==> config.mk <==
export PLATFORM = sky130hd
export DESIGN_NAME = isqrt_rr_scheduler_flat
export DESIGN_NICKNAME = d
export VERILOG_FILES = /design/src/rtl/isqrt_rr_scheduler_if.sv /design/src/rtl/isqrt_rr_scheduler.sv /design/src/flat_wrapper.sv
export SDC_FILE = /design/constraint.sdc
export NUM_CORES = 1
export LEC_CHECK = 0
export CAP_MARGIN = 40
export CORE_MARGIN = 4
export CORE_UTILIZATION = 55
export DETAILED_ROUTE_END_ITERATION = 8
export DONT_BUFFER_PORTS = 1
export PLACE_DENSITY_LB_ADDON = 0.08
export SKIP_CTS_REPAIR_TIMING = 1
export SYNTH_ARGS = -nofsm -noshare
export SYNTH_HDL_FRONTEND = slang
export SYNTH_SLANG_ARGS = --single-unit
==> constraint.sdc <==
create_clock -name clk -period 3.8 [get_ports clk]
set_input_delay 0.19 -clock clk [delete_from_list [all_inputs] [get_ports clk]]
set_output_delay 0.19 -clock clk [all_outputs]
set_load 0.005 [all_outputs]
==> src/rtl/isqrt_rr_scheduler_if.sv <==
// isqrt_rr_scheduler_if: requester and response channels of the shared sqrt scheduler.
// master = user side (req_valid/req_operand/rsp_ready), slave = scheduler side.
interface isqrt_rr_scheduler_if #(
  parameter int NREQ = 4,
  parameter int W    = 8
);
  localparam int IDW = $clog2(NREQ);

  logic [NREQ-1:0]   req_valid;
  logic [NREQ*W-1:0] req_operand;
  logic [NREQ-1:0]   req_ready;
  logic              rsp_valid;
  logic              rsp_ready;
  logic [IDW-1:0]    rsp_id;
  logic [W/2-1:0]    rsp_root;
  logic [W/2:0]      rsp_rem;
  logic              rsp_err;

  modport master (
    output req_valid, req_operand, rsp_ready,
    input  req_ready, rsp_valid, rsp_id,
    input  rsp_root, rsp_rem, rsp_err
  );

  modport slave (
    input  req_valid, req_operand, rsp_ready,
    output req_ready, rsp_valid, rsp_id,
    output rsp_root, rsp_rem, rsp_err
  );
endinterface

==> src/rtl/isqrt_rr_scheduler.sv <==
// isqrt_rr_scheduler: round-robin sharing of one multi-cycle isqrt engine.
// Ports: clk, rst (sync, active-high), bus (requests + response, slave),
//   eng_start/eng_operand -> engine, eng_done/eng_root/eng_rem <- engine, busy.
// Optional: define ISQRT_SCHED_WATCHDOG_EN for a WAIT timeout (TIMEOUT cycles).
module isqrt_rr_scheduler #(
  parameter int NREQ    = 4,
  parameter int W       = 8,
  parameter int TIMEOUT = 16
) (
  input  logic                 clk,
  input  logic                 rst,
  isqrt_rr_scheduler_if.slave  bus,
  output logic                 eng_start,
  output logic [W-1:0]         eng_operand,
  input  logic                 eng_done,
  input  logic [W/2-1:0]       eng_root,
  input  logic [W/2:0]         eng_rem,
  output logic                 busy
);
  localparam int IDW = $clog2(NREQ);

  if (NREQ < 2 || NREQ > 8 || (W % 2) != 0 || TIMEOUT < 1) begin : g_bad_cfg
    $error("isqrt_rr_scheduler: bad parameters");
  end

  typedef enum logic [1:0] {IDLE, ISSUE, WAIT, RESP} state_t;

  state_t         state_q, state_d;
  logic [IDW-1:0] rr_q, id_q, grant, rr_next;
  logic           found, accept, tmo;
  logic [W-1:0]   op_q;
  logic [W/2-1:0] root_q;
  logic [W/2:0]   rem_q;
  logic           err_q;
  logic [NREQ-1:0] ready_c;
  int             idx;

  // first valid requester at or after rr_q, wrapping
  always_comb begin
    found = 1'b0;
    grant = '0;
    idx   = 0;
    for (int k = 0; k < NREQ; k++) begin
      idx = (int'(rr_q) + k) % NREQ;
      if (!found && bus.req_valid[idx[IDW-1:0]]) begin
        found = 1'b1;
        grant = idx[IDW-1:0];
      end
    end
  end

  assign accept  = (state_q == IDLE) && found && !rst;
  assign rr_next = (grant == IDW'(NREQ - 1)) ? '0 : grant + 1'b1;

  always_comb begin
    ready_c = '0;
    if (accept) ready_c[grant] = 1'b1;
  end

`ifdef ISQRT_SCHED_WATCHDOG_EN
  localparam int CW = $clog2(TIMEOUT + 1);
  logic [CW-1:0] wd_q;

  // zero outside WAIT, so it is clear on every entry
  always_ff @(posedge clk) begin
    if (rst || state_q != WAIT) wd_q <= '0;
    else                        wd_q <= wd_q + 1'b1;
  end

  assign tmo = (state_q == WAIT) && (wd_q == CW'(TIMEOUT - 1));
`else
  assign tmo = 1'b0;
`endif

  always_comb begin
    state_d = state_q;
    unique case (state_q)
      IDLE:  if (found) state_d = ISSUE;
      ISSUE: state_d = WAIT;
      WAIT:  if (eng_done || tmo) state_d = RESP;
      RESP:  if (bus.rsp_ready) state_d = IDLE;
    endcase
  end

  always_ff @(posedge clk) begin
    if (rst) begin
      state_q <= IDLE;
      rr_q    <= '0;
      id_q    <= '0;
      op_q    <= '0;
      root_q  <= '0;
      rem_q   <= '0;
      err_q   <= 1'b0;
    end else begin
      state_q <= state_d;
      if (accept) begin
        op_q <= bus.req_operand[grant*W +: W];
        id_q <= grant;
        rr_q <= rr_next;
      end
      if (state_q == WAIT) begin
        // done beats a same-cycle timeout
        if (eng_done) begin
          root_q <= eng_root;
          rem_q  <= eng_rem;
          err_q  <= 1'b0;
        end else if (tmo) begin
          root_q <= '0;
          rem_q  <= '0;
          err_q  <= 1'b1;
        end
      end
    end
  end

  assign bus.req_ready = ready_c;
  assign bus.rsp_valid = (state_q == RESP);
  assign bus.rsp_id    = id_q;
  assign bus.rsp_root  = root_q;
  assign bus.rsp_rem   = rem_q;
  assign bus.rsp_err   = err_q;
  assign eng_start     = (state_q == ISSUE);
  assign eng_operand   = op_q;
  assign busy          = (state_q != IDLE);
endmodule

==> src/flat_wrapper.sv <==
// flat-port wrapper written by rule: the top's interface ports become plain ports
module isqrt_rr_scheduler_flat 
#(
  parameter int NREQ    = 4,
  parameter int W       = 8,
  parameter int TIMEOUT = 16
)
  (clk, rst, eng_start, eng_operand, eng_done, eng_root, eng_rem, busy, bus_req_valid, bus_req_operand, bus_rsp_ready, bus_req_ready, bus_rsp_valid, bus_rsp_id, bus_rsp_root, bus_rsp_rem, bus_rsp_err);
  isqrt_rr_scheduler_if #(.NREQ(NREQ), .W(W)) bus_i ();
  input  logic clk;
  input  logic rst;
  output logic eng_start;
  output logic [W-1:0] eng_operand;
  input  logic eng_done;
  input  logic [W/2-1:0] eng_root;
  input  logic [W/2:0] eng_rem;
  output logic busy;
  input wire logic [$bits(bus_i.req_valid)-1:0] bus_req_valid;
  input wire logic [$bits(bus_i.req_operand)-1:0] bus_req_operand;
  input wire logic [$bits(bus_i.rsp_ready)-1:0] bus_rsp_ready;
  output wire logic [$bits(bus_i.req_ready)-1:0] bus_req_ready;
  output wire logic [$bits(bus_i.rsp_valid)-1:0] bus_rsp_valid;
  output wire logic [$bits(bus_i.rsp_id)-1:0] bus_rsp_id;
  output wire logic [$bits(bus_i.rsp_root)-1:0] bus_rsp_root;
  output wire logic [$bits(bus_i.rsp_rem)-1:0] bus_rsp_rem;
  output wire logic [$bits(bus_i.rsp_err)-1:0] bus_rsp_err;
  assign bus_i.req_valid = bus_req_valid;
  assign bus_i.req_operand = bus_req_operand;
  assign bus_i.rsp_ready = bus_rsp_ready;
  assign bus_req_ready = bus_i.req_ready;
  assign bus_rsp_valid = bus_i.rsp_valid;
  assign bus_rsp_id = bus_i.rsp_id;
  assign bus_rsp_root = bus_i.rsp_root;
  assign bus_rsp_rem = bus_i.rsp_rem;
  assign bus_rsp_err = bus_i.rsp_err;
  isqrt_rr_scheduler #(.NREQ(NREQ), .W(W), .TIMEOUT(TIMEOUT)) u_core (.clk(clk), .rst(rst), .bus(bus_i), .eng_start(eng_start), .eng_operand(eng_operand), .eng_done(eng_done), .eng_root(eng_root), .eng_rem(eng_rem), .busy(busy));
endmodule
# Word level (Yosys, flattened, before mapping)
# Index checks and enable logic that the tools add are counted.
# W data, S select, Z words.
# word_totals
regBits	23
inputBits	49
# classes
addsub	4
shifts	1
n_reduce_logical	14
muxes	24
eq_ne	7
magnitude_cmp	6
# op_table
op	n
$shiftx A32 B6 Y8	1
$mux W2	8
$lt A2 B3 Y1 const B	5
$mux W1	9
$bmux W1 S2	4
$pmux W2 S4	1
$eq A2 B2 Y1 const B	3
$logic_and A1 B1 Y1	6
$add A2 B1 Y2 const B	2
$add A2 B2 Y2 const B	2
$logic_not A1 Y1	4
$mux W4	1
$ne A2 B2 Y1 const B	2
$reduce_and A3 Y1	1
$demux W1 S2	1
$eq A2 B1 Y1 const B	1
$ge A2 B1 Y1 const B	1
$logic_not A2 Y1	1
$ne A2 B1 Y1 const B	1
$reduce_and A2 Y1	1
$reduce_bool A2 Y1	1

# Depth between registers and ports, before layout
# Gate-level depths: netlist of run 1.
# depth
ltp_word	17
mapped_depth	8
depth_no_buf	7

# Worst setup path after synthesis of run 1
# Ideal clock, no wire load.
# synth_timing
path_type	register to register
startpoint	register u_core.rr_q[0]
endpoint	register u_core.rr_q[1]
slack_ns	2.089
arrival_ns	1.594
path_stages_with_launch	8
setup_ns	0.117
path_buffers	1
period_less_slack_ns	1.711
cell_sequence	dfxtp_1 > nor2b_4 > nor4_2 > nor2_4 > buf_6 > inv_1 > ha_1 > a22o_1
# synth_via
elab_chain_len	14
elab_cells_between_ends	30
cone_classes	add/sub: 4; eq/ne: 1; mux: 17; reduce/logical: 8
# synth_lines
element	line_no	rtl
from (decl)	isqrt_rr_scheduler.sv:29	logic [IDW-1:0] rr_q, id_q, grant, rr_next;
from (signal assigned)	isqrt_rr_scheduler.sv:99	rr_q <= rr_next;
parallel branches: the longest is 11 deep, another holds $add A2 B1 Y2	n/a	
$mux W2 (*)	isqrt_rr_scheduler.sv:45	if (!found && bus.req_valid[idx[IDW-1:0]]) begin
$add A2 B1 Y2 or $eq A2 B2 Y1 (tied branches)	isqrt_rr_scheduler.sv:53	assign rr_next = (grant == IDW'(NREQ - 1)) ? '0 : grant + 1'b1;
$mux W2 (*)	isqrt_rr_scheduler.sv:53	
net u_core.rr_next[1]	isqrt_rr_scheduler.sv:29	
# Mark *: on every way through the listed nets, which the timed path passes. The select of a mux whose other input is x is not followed.
# A chain may end at the register's enable or synchronous reset.

# Final worst setup path of run 1
# layout_timing
startpoint	register u_core.rr_q[1]
endpoint	output port bus_req_ready[3]
# layout_via
elab_chain_len	17
elab_cells_between_ends	33
cone_classes	add/sub: 3; order compare: 2; mux: 19; reduce/logical: 9
# layout_lines
element	line_no	rtl
parallel branches: the longest is 16 deep, another holds $lt A2 B3 Y1	n/a	
$mux W4 (*)	isqrt_rr_scheduler.sv:57	if (accept) ready_c[grant] = 1'b1;
to (decl)	flat_wrapper.sv:21	output wire logic [$bits(bus_i.req_ready)-1:0] bus_req_ready;
# Mark *: on every way between the ends. The select of a mux whose other input is x is not followed.

==> flow_summary.yaml, run 1 <==
run_status:
  status: "finished clean"
sta:
  fin_crit_ns: 2.13
  finalSetupTns_ns: 0
  rsz0062_at_grt: "false"
  period_share_pct: 56.1
  report.final.setup_viol: 0
  hold_viol: 0
  maxSlewViolCount: 0
  worst_slew_pin_slew_ns: 0.781
  fin_skew_ns: 0.00921
  slew_headroom_pct: 47.7
  fmax_mhz: 469
setup_path:
  r2r_start: "u_core.rr_q[1]"
  crit_required_ns: 3.61
  criticalPathCategory: "flip-flop to primary output"
  worstPathArrival_ns: 1.94
  regToRegSetupSlack_ns: 1.93
  ff2ff_path_depth: 5
  r2r_end: "u_core.rr_q[1]"
  crit_path_end_kind: "primary output"
  worstPathMaxFanout: 14
  cp-start-kind: "flip-flop"
pwr:
  ir_worst_vdd_mv: 0.428
  powerDensity_nw_per_um2: 683
  power.leakage_nw: 0.553
worst_hold_path:
  holdPathStages: 2
  worstHoldStart: "eng_rem[4]"
  hold_class: "primary input to flip-flop"
  hold_end: "u_core.bus.rsp_rem[4]"
finish:
  num_antenna_cells: 0
  fin_nets: 209
  syn2layout_area_growth_pct: 2.74
  drive_gt1_share_pct: 9.09
  layout_common_cells: "27 x nand2_1, 23 x dfxtp_1, 13 x nand3_1"
  fin_cells: 182
  fillers: 215
  final_common_cell: "nand2_1"
routing:
  wl_per_cell_um: 16.4
  finalWirelength_um: 2990
  drt-initial-drc-count: 27
  vias_per_cell: 6.02
  via_count: 1096
  drc: 0
  firstDrtPassIters: 4
  final_antenna_net_count: 0
run:
  drv_cap: 0
global_route:
  antenna_found_initial: 0
  grt_usage_pct: 18.1
  grt_pass1_wl_um: 4860
  grt_max_degree: 15
  overflow: 0
  grt_pass1_vias: 1117
clock_network:
  htreeDepth: 1
  clock-root-buffer: "clkbuf_4"
  clock_path_buffers: 2
  numCtsBuffers: 3
  clk-insertion-delay-late_ns: 0.30
  cts.reportedPaths.clkPinSlew_ns: 0.13
  cts_tree: "done"
  numClockSinks: 23
floorplan:
  rows: 17
  fp.dieArea_um2: 3260
  die-width_um: 57.1
  initial_core_util_pct: 58.7
  io_pins: 76
  core_area_um2: 2250
  die_h_um: 57.1
synth:
  ys_ff_latch: 23
  syn_inst: 155
  ys_types: 36
  synth.net_count: 209
  synth_warnings: 0
  avgSynthCellArea_um2: 8.54
  yosysSeqAreaShare_pct: 34.8
  syn-cell-area_um2: 1320
placed_design:
  globalplace.congestion: 0.864
  hpwlAfterDp_um: 2440
  port_buffers: 0
  place_inst: 177
cell usage after synthesis (all sizes together):
master	n	share of area, %
ha	5	4.7
nor2	12	4.5
conb	1	0.28
a221oi	4	2.6
a21o	1	0.57
o21a	1	0.57
o221ai	5	3.3
inv	6	1.7
nor4	2	1.4
o31ai	3	1.7
a22o	1	0.66
or3	1	0.47
and3	3	1.4
nor4b	1	1.8
nor3	3	1.1
and2	1	0.47
nand2	27	7.7
buf	3	1.8
mux2i	10	7.6
or4	1	0.57
a21boi	1	1.4
nor2b	8	4.9
dfxtp	23	35
a21oi	10	3.8
nand3	13	4.9
o21ai	4	1.5
o32ai	1	2.1
or4b	1	0.76
clkbuf	3	0.85
per-layer routing:
metal | vias to the layer above | track usage (%) | wire length [µm]
li1 | 554 | - | -
met1 | 503 | 21.2 | 1250
met2 | 37 | 32.3 | 1480
met3 | 2 | 4.98 | 244
met5 | - | 0 | 0
met4 | 0 | 4.97 | 17
per-stage QoR:
| step | worst slack (ns) | total power, mW | hold WS [ns] | cell area [µm²] | utilization, % |
|---|---|---|---|---|---|
| 3_5_place_dp | 1.96 | 0.826 | 0.263 | 1320 | 58.7 |
| 6_report | 1.67 | 0.928 | 0.0266 | 1360 | 60.3 |
| 2_1_floorplan | 2.09 | 0.753 | 0.269 | 1320 | - |
| 4_1_cts | 1.66 | 0.934 | -0.0692 | 1350 | 59.9 |
| 3_3_place_gp | 2.03 | 0.806 | 0.262 | 1320 | 58.7 |
| 5_1_grt | 1.53 | 1.01 | 0.00205 | 1360 | 60.3 |
worst max-delay path, cell delays in order, from the launching register on:
cell	delay [ns]
dfxtp_1	0.62
nor4_2	0.16
nor2_4	0.41
inv_1	0.09
ha_1	0.21
and2_1	0.15
flip-flops by register name (all words and copies together), names as in the netlist:
register             cells
u_core.eng_operand       8
u_core.bus.rsp_rem       5
u_core.bus.rsp_root      4
u_core.bus.rsp_id        2
u_core.rr_q              2
u_core.state_q           2
kinds of logic after synthesis:
| logic type | synth area share (%) |
|---|---|
| AND/OR/NAND/NOR | 30.1 |
| other | 0.283 |
| adder cells (fa/ha/maj) | 4.73 |
| buffers and inverters | 4.35 |
| AO/OA/AOI/OAI | 18.2 |
| flip-flops | 34.8 |
| multiplexers | 7.56 |
layout make-up:
type | count | area, µm² | area share, %
Inverter | 6 | 22.5 | 1.66
Timing Repair Buffer | 1 | 10.0 | 0.736
Multi-Input combinational cell | 120 | 806 | 59.2
Sequential cell | 23 | 460 | 33.9
Clock buffer | 4 | 26.3 | 1.93
Tap cell | 28 | 35.0 | 2.58
power by group:
group | switching [mW] | internal [mW]
clock network | 0.0691 | 0.0409
registers | 0.0805 | 0.322
logic | 0.241 | 0.174
how the worst max path moves through the flow:
| stage | start | end | slack, ns | cells past startpoint |
|---|---|---|---|---|
| after CTS | u_core.rr_q[1] | bus_req_ready[3] | 1.66 | 5 |
| after global placement | bus_req_valid[1] | u_core.eng_operand[0] | 2.03 | 5 |
| after global routing | u_core.state_q[0] | bus_req_ready[1] | 1.53 | 6 |
| after detailed placement | u_core.rr_q[1] | u_core.rr_q[1] | 1.96 | 5 |
| final | u_core.rr_q[1] | bus_req_ready[3] | 1.67 | 5 |
| after floorplan | u_core.rr_q[0] | u_core.rr_q[1] | 2.09 | 7 |
Power figures use the tool's default switching activity.
==> run 2, diff against run 1 <==
Clock period 3.8 ns to 2.2 ns, I/O delays scaled along.
==> run 2 against run 1 <==
Critical path depth increased by 1. Sequential share of layout area decreased by 3.7 points. Utilization increased by 7.4 points. Count of clock-buffer cells in the layout unchanged. Critical path type is now flip-flop to flip-flop. Critical endpoint is now u_core.bus.rsp_root[0]. Highest routed layer unchanged.
==> flow_summary.yaml, run 2 (synthesized netlist as in run 1, its figures left out) <==
run_status:
  status: "finished clean"
placed_design:
  globalplace.congestion: 0.806
  place_inst: 178
  hpwlAfterDp_um: 2360
  dp_slack_ns: 0.377
  port_buffers: 0
pwr:
  power.leakage_nw: 0.612
  ir_worst_vdd_mv: 0.793
  powerDensity_nw_per_um2: 1090
sta:
  fmax_mhz: 486
  fin_skew_ns: 0.00747
  hold_viol: 0
  maxSlewViolCount: 0
  period_share_pct: 93.6
  fin_crit_ns: 2.06
  finalWorstSetupSlack_ns: 0.142
  report.final.setup_viol: 0
  worst_slew_pin_slew_ns: 0.672
  slew_headroom_pct: 54.8
floorplan:
  fp.dieArea_um2: 3260
  io_pins: 76
  initial_core_util_pct: 58.7
  rows: 17
  die-width_um: 57.1
  die_h_um: 57.1
  core_area_um2: 2250
routing:
  final_antenna_net_count: 0
  wl_per_cell_um: 16.1
  finalWirelength_um: 3210
  vias_per_cell: 5.88
  via_count: 1170
  drt-initial-drc-count: 27
  firstDrtPassIters: 4
  drc: 0
global_route:
  use_met3_pct: 4.98
  overflow: 0
  grt_usage_pct: 17.1
  met2_usage_pct: 28.5
  grt_max_degree: 15
  grt_pass1_wl_um: 4620
  grt_pass1_vias: 1043
  antenna_found_initial: 0
  grt.busiest_layer: "met2"
  met1_usage_pct: 21.7
clock_network:
  cts.reportedPaths.clkPinSlew_ns: 0.13
  htreeDepth: 1
  clock_path_buffers: 2
  clock-root-buffer: "clkbuf_4"
  numCtsBuffers: 3
  clk-insertion-delay-late_ns: 0.30
  cts_tree: "done"
  numClockSinks: 23
setup_path:
  worstPathMaxFanout: 12
  cp_cell_sequence: "inv_1, ha_1, nand2_1, nand2_1, a21oi_1, dlygate4sd3_1"
  worst-path-buf-inv: 2
  regToRegSetupSlack_ns: 0.14
  criticalPathCategory: "flip-flop to flip-flop"
  path_delay_family: "buffers and inverters"
  slowest_delay_ns: 0.56
  worstPathArrival_ns: 2.26
  cp_slowest_cell: "dlygate4sd3_1"
  cp-start-kind: "flip-flop"
  crit_required_ns: 2.40
  critPathMostFrequentCell: "nand2_1"
  crit_path_end_kind: "flip-flop"
finish:
  fin_cells: 199
  fin_nets: 226
  final_common_cell: "nand2_1"
  num_antenna_cells: 0
  largest_reg_flops: 8
  layout_common_cells: "27 x nand2_1, 23 x dfxtp_1, 17 x dlygate4sd3_1"
  drive_gt1_share_pct: 8.77
  syn2layout_area_growth_pct: 15.4
  fillers: 190
worst_hold_path:
  hold_class: "primary input to flip-flop"
run:
  drv_cap: 0
-- run 2: cell types whose count changed in the layout (fill, tap and decap cells not counted), sizes merged --
cell	previous run	this run
buf	0	1
dlygate4sd3	1	17
-- run 2: through the flow --
| step | utilization [%] | hold WS (ns) | setup TNS [ns] | total power, mW | instance area [µm²] |
|---|---|---|---|---|---|
| after floorplan | - | 0.189 | 0 | 1.30 | 1320 |
| after global placement | 59.0 | 0.182 | 0 | 1.40 | 1330 |
| after detailed placement | 59.0 | 0.184 | 0 | 1.43 | 1330 |
| after CTS | 60.2 | -0.146 | 0 | 1.62 | 1360 |
| after global routing | 67.8 | 0.0521 | -0.000309 | 1.78 | 1530 |
| final | 67.8 | 0.0213 | 0 | 1.66 | 1530 |
-- run 2: layer usage --
layer	up-vias	wire length (µm)	share of wire (%)
met3	2	298	9.3
met2	44	1570	49
met5	-	0	0
met1	540	1320	41
met4	0	18	0.56
li1	584	-	-
-- run 2: final cells by class --
type,instances,area (µm²),area share (%)
clock buffers,4,26.3,1.72
multi-input cells,120,806,52.7
repair buffers,18,178,11.6
inverters,6,22.5,1.47
flip-flops and latches,23,460,30.1
well taps,28,35.0,2.29
-- run 2: path summary, 6_finish.rpt --
check / end / depth (start not counted) / from
hold reg to reg: u_core.bus.rsp_rem[0] / 2 / u_core.bus.rsp_rem[0]
setup / recovery: u_core.bus.rsp_root[0] / 6 / u_core.state_q[0]
hold / removal: u_core.eng_operand[3] / 2 / bus_req_operand[27]
setup reg to reg: u_core.bus.rsp_root[0] / 6 / u_core.state_q[0]
-- run 2: power by group --
| group | total [mW] | leakage [nW] | internal (mW) | switching [mW] |
|---|---|---|---|---|
| sequential | 0.695 | 0.189 | 0.556 | 0.139 |
| combinational | 0.770 | 0.408 | 0.339 | 0.431 |
| clock | 0.194 | 0.0150 | 0.0705 | 0.124 |
| total | 1.66 | 0.612 | 0.966 | 0.693 |
